## src/rtl/serial_adder_ctrl.sv

```systemverilog
// rtl/serial_adder_ctrl.sv - bit-serial adder sequencer, LSB-first, one bit per clock
// Optional subtract mode and signed overflow flag: SERIAL_ADDER_SUB_EN
module serial_adder_ctrl #(
    parameter int WIDTH = 8
) (
    input  logic             clk,
    input  logic             reset,
    input  logic             start,
    input  logic             abort,
`ifdef SERIAL_ADDER_SUB_EN
    input  logic             sub,
`endif
    input  logic [WIDTH-1:0] a,
    input  logic [WIDTH-1:0] b,
    output logic             ready,
    output logic             carry_en,
    output logic [WIDTH-1:0] sum,
    output logic             carry_out,
    output logic             done
`ifdef SERIAL_ADDER_SUB_EN
    ,
    output logic             overflow
`endif
);

    localparam int CW = $clog2(WIDTH);
    localparam logic [CW-1:0] LAST = CW'(WIDTH - 1);

    typedef enum logic [1:0] {IDLE, SHIFT, DONE} state_t;

    state_t          state;
    logic [WIDTH-1:0] a_sh;
    logic [WIDTH-1:0] b_sh;
    logic            c;
    logic [CW-1:0]   count;
    logic            bit_s;
    logic            bit_c;

    assign bit_s = a_sh[0] ^ b_sh[0] ^ c;
    assign bit_c = (a_sh[0] & b_sh[0]) | (a_sh[0] & c) | (b_sh[0] & c);

    always_ff @(posedge clk or negedge reset) begin
        if (!reset) begin
            state     <= IDLE;
            a_sh      <= '0;
            b_sh      <= '0;
            c         <= 1'b0;
            count     <= '0;
            sum       <= '0;
            carry_out <= 1'b0;
            done      <= 1'b0;
            ready     <= 1'b1;
            carry_en  <= 1'b0;
`ifdef SERIAL_ADDER_SUB_EN
            overflow  <= 1'b0;
`endif
        end else begin
            done <= 1'b0;
            case (state)
                IDLE: begin
                    if (start) begin
                        a_sh     <= a;
                        count    <= '0;
                        state    <= SHIFT;
                        ready    <= 1'b0;
                        carry_en <= 1'b1;
`ifdef SERIAL_ADDER_SUB_EN
                        // a - b computed as a + ~b + 1
                        b_sh     <= sub ? ~b : b;
                        c        <= sub;
`else
                        b_sh     <= b;
                        c        <= 1'b0;
`endif
                    end
                end
                SHIFT: begin
                    if (abort) begin
                        state     <= IDLE;
                        ready     <= 1'b1;
                        carry_en  <= 1'b0;
                        sum       <= '0;
                        carry_out <= 1'b0;
`ifdef SERIAL_ADDER_SUB_EN
                        overflow  <= 1'b0;
`endif
                    end else begin
                        c     <= bit_c;
                        a_sh  <= a_sh >> 1;
                        b_sh  <= b_sh >> 1;
                        sum   <= {bit_s, sum[WIDTH-1:1]};
                        count <= count + 1'b1;
                        if (count == LAST) begin
                            state     <= DONE;
                            carry_en  <= 1'b0;
                            done      <= 1'b1;
                            carry_out <= bit_c;
`ifdef SERIAL_ADDER_SUB_EN
                            // c is the carry into the MSB on this last bit
                            overflow  <= c ^ bit_c;
`endif
                        end
                    end
                end
                DONE: begin
                    state <= IDLE;
                    ready <= 1'b1;
                end
                default: begin
                    state    <= IDLE;
                    ready    <= 1'b1;
                    carry_en <= 1'b0;
                end
            endcase
        end
    end

endmodule
```

## config.mk

```make
export PLATFORM = sky130hd
export DESIGN_NAME = serial_adder_ctrl
export DESIGN_NICKNAME = d
export VERILOG_FILES = /design/src/rtl/serial_adder_ctrl.sv
export SDC_FILE = /design/constraint.sdc
export NUM_CORES = 1
export LEC_CHECK = 0
export CAP_MARGIN = 10
export CELL_PAD_IN_SITES_DETAIL_PLACEMENT = 2
export CELL_PAD_IN_SITES_GLOBAL_PLACEMENT = 2
export CORE_UTILIZATION = 37
export DETAILED_ROUTE_END_ITERATION = 6
export PLACE_DENSITY_LB_ADDON = 0.1
export SLEW_MARGIN = 20
export SYNTH_ARGS = -nofsm -noshare
export SYNTH_HDL_FRONTEND = slang
export SYNTH_SLANG_ARGS = --single-unit
```

## constraint.sdc

```tcl
create_clock -name clk -period 3.85 [get_ports clk]
set_input_delay 1.155 -clock clk [delete_from_list [all_inputs] [get_ports clk]]
set_output_delay 1.155 -clock clk [all_outputs]
set_load 0.01 [all_outputs]
```

==> results.cfg <==
[run_status]
status = completed

[power]
comb_power_share = 0.326
ir_worst_vdd_v = 0.000259
power_frac_seq = 0.466
switching_power_mw = 0.343
switching_share = 0.291
leakagePower_nw = 0.972
internal_power_mw = 0.835
p_clk_frac = 0.207
power_density_nw_per_um2 = 560

[setup_path]
worst-path-buf-inv = 2
path_cells = clkdlybuf4s50_1 > nand2b_1 > a21oi_4 > buf_4 > mux2_4
end_kind = flop
cp.arrival_ns = 3.06
cp.required_ns = 4.01
r2r_setup_slack_ns = 1.63
startpoint = abort
max_stage_delay_ns = 0.60
cp.depth = 5
reg2reg_depth = 3
rr_endpoint = b_sh[2]$_DFFE_PN0P_
path_class = input port to flop
r2r_start = state[0]$_DFFE_PN0P_
start_kind = input port
crit_slowest_cell = clkdlybuf4s50_1
crit_end = a_sh[4]$_DFFE_PN0P_
cp_max_fo = 13
crit_family = buffers and inverters

[sta]
tightest_slew_ns = 1.03
period_share = 0.752
fin_worst_skew_ns = 0.00680
drv_slew = 0
rsz0062_at_grt = no
fmax_mhz = 345
hold_viol = 0
tns_ns = 0
setup_violations = 0
finalCriticalPeriod_ns = 2.90
relSlewSlack = 0.307

[cts]
cts_root_buf = clkbuf_8
cts_tree = done
ctsHoldBuffers = 0
clk_path_buf_depth = 2
post_cts_buffers = 0
cts_buffers = 5
ctsResizeCount = 0
clock_sinks = 34
clk_latency_ns = 0.28
clk_transition_reported_paths_ns = 0.07
htree_num_levels = 2

[worst_hold_path]
hold_path.class = flop to flop

[logic_synthesis]
synth_edf_count = 0
ys_seq_area_frac = 0.504
synth_ff_type = dfrtp_1
synthArstFlopShare = 1.00
syn_area_per_cell_sq_um = 12.4
post-synth-top-count-cell = dfrtp_1
netlist_top_cells_count = dfrtp_1 (33), nand2_1 (22), mux2_4 (16), mux2_2 (10), nand3b_1 (9)
synth_top_area_frac = 0.489
netlist_instances = 136
yosysWarnings = 0
ys_seq_elements = 34
ys_types = 24
syn-cell-area_sq_um = 1690
synth.net_count = 159
netlist.top_cell.by_area = dfrtp_1
synth_area_leaders = dfrtp_1 (49%), mux2_4 (14%), mux2_2 (6.7%), nand2_1 (4.9%), nand3b_1 (4.0%)

[global_routing]
grt_max_degree = 35
antenna_found_initial = 0
grt_pass1_vias = 1282
track_usage = 0.171
grt_pass1_wl_um = 6320
overflow = 0

[layout]
finalNonFillerCells = 222
n_antenna_cell = 0
syn_to_final_growth_pct = 24.6
drive_gt1_frac = 0.218
final_nets = 193

[placed_design]
gp_congestion = 0.706
dp_hpwl_um = 2620
io_buffers = 31
placed_cells = 215

[drt]
first_pass_iters = 3
ant_nets = 0
via_per_inst = 5.07
drc = 0
wirelength_um = 3620
dr_total_vias = 1125
wl_per_cell_um = 16.3
dr.first_iter.drc_count = 35

[floorplanning]
die_h_um = 69.6
io_pins = 32
fp.dieW_um = 69.6
die_area_sq_um = 4840
num_rows = 24
coreArea_sq_um = 4380
start_util = 0.385

[flow_run]
maxCapViolations = 0
## cells by family (layout without fill, tap and decap cells)
family                   count (synthesis)  in the layout  share of synthesized area
AND/OR/NAND/NOR                         46             46                      0.138
buffers and inverters                   10             44                     0.0430
flip-flops                              34             34                      0.504
AO/OA/AOI/OAI                           11             11                     0.0415
adder cells (fa/ha/maj)                  3              3                     0.0267
multiplexers                            32             32                      0.247
## tightest hold or removal path: stages (launching register included)
cell and delay (ns):
dfrtp_1 0.35, nand2_1 0.05, nand2_1 0.05
## layer usage
layer,GRT usage,share of wire,routed length [um],vias up
met4,0.0544,0.013,47,0
met3,0.0523,0.038,136,6
met1,0.197,0.42,1530,573
li1,-,-,-,520
met5,0,0,0,-
met2,0.302,0.53,1910,26
## power groups by stage
stage          Combinational [mW]  Clock (mW)  Sequential, mW
5_1_grt                     0.425       0.272           0.566
2_1_floorplan               0.288           0           0.536
3_3_place_gp                0.369           0           0.549
4_1_cts                     0.396       0.258           0.553
3_5_place_dp                0.394           0           0.559
6_report                    0.385       0.244           0.549
## cell usage in the layout (no fill, tap or decap), drive strengths merged, types with 2 or more instances in the layout
cell / Yosys / layout
dfrtp: 33 / 33
nand3b: 9 / 9
inv: 3 / 3
mux2i: 3 / 3
a21oi: 4 / 4
clkbuf: 2 / 7
nand2b: 5 / 5
buf: 5 / 3
o21ai: 5 / 5
ha: 2 / 2
mux2: 29 / 29
nor2: 5 / 5
clkdlybuf4s50: 0 / 31
nor2b: 4 / 4
nand2: 22 / 22
## worst min path at each step
stage	start	end	slack [ns]	cells after the start
after detailed placement	sum[0]$_DFFE_PN0P_	sum[0]$_DFFE_PN0P_	0.47	2
after floorplan	b_sh[7]$_DFFE_PN0P_	b_sh[7]$_DFFE_PN0P_	0.46	2
after global placement	sum[0]$_DFFE_PN0P_	sum[0]$_DFFE_PN0P_	0.45	2
after global routing	sum[0]$_DFFE_PN0P_	sum[0]$_DFFE_PN0P_	0.52	2
after CTS	sum[0]$_DFFE_PN0P_	sum[0]$_DFFE_PN0P_	0.49	2
final	sum[0]$_DFFE_PN0P_	sum[0]$_DFFE_PN0P_	0.47	2
## cell type report
class | count | area (sq um)
Inverter | 3 | 11.3
Fill cell | 444 | 2280
Timing Repair Buffer | 34 | 333
Multi-Input combinational cell | 92 | 767
Sequential cell | 34 | 852
Tap cell | 52 | 65.1
Clock buffer | 7 | 76.3
## metrics by stage
step	utilization	setup slack (ns)	hold slack (ns)	power [mW]	cell area, sq um
finish	0.480	0.953	0.473	1.18	2100
CTS	0.480	0.902	0.485	1.21	2100
global route	0.480	0.852	0.523	1.26	2100
floorplan	-	1.59	0.458	0.824	1690
global placement	0.463	0.704	0.455	0.918	2030
detailed placement	0.463	0.608	0.469	0.953	2030
## sequential cells by signal, indices dropped and copies added (netlist names)
signal     count
a_sh           8
b_sh           8
sum            8
count          3
state          2
c              1
carry_en       1
carry_out      1
done           1
ready          1
(Power assumes the default switching activity.)
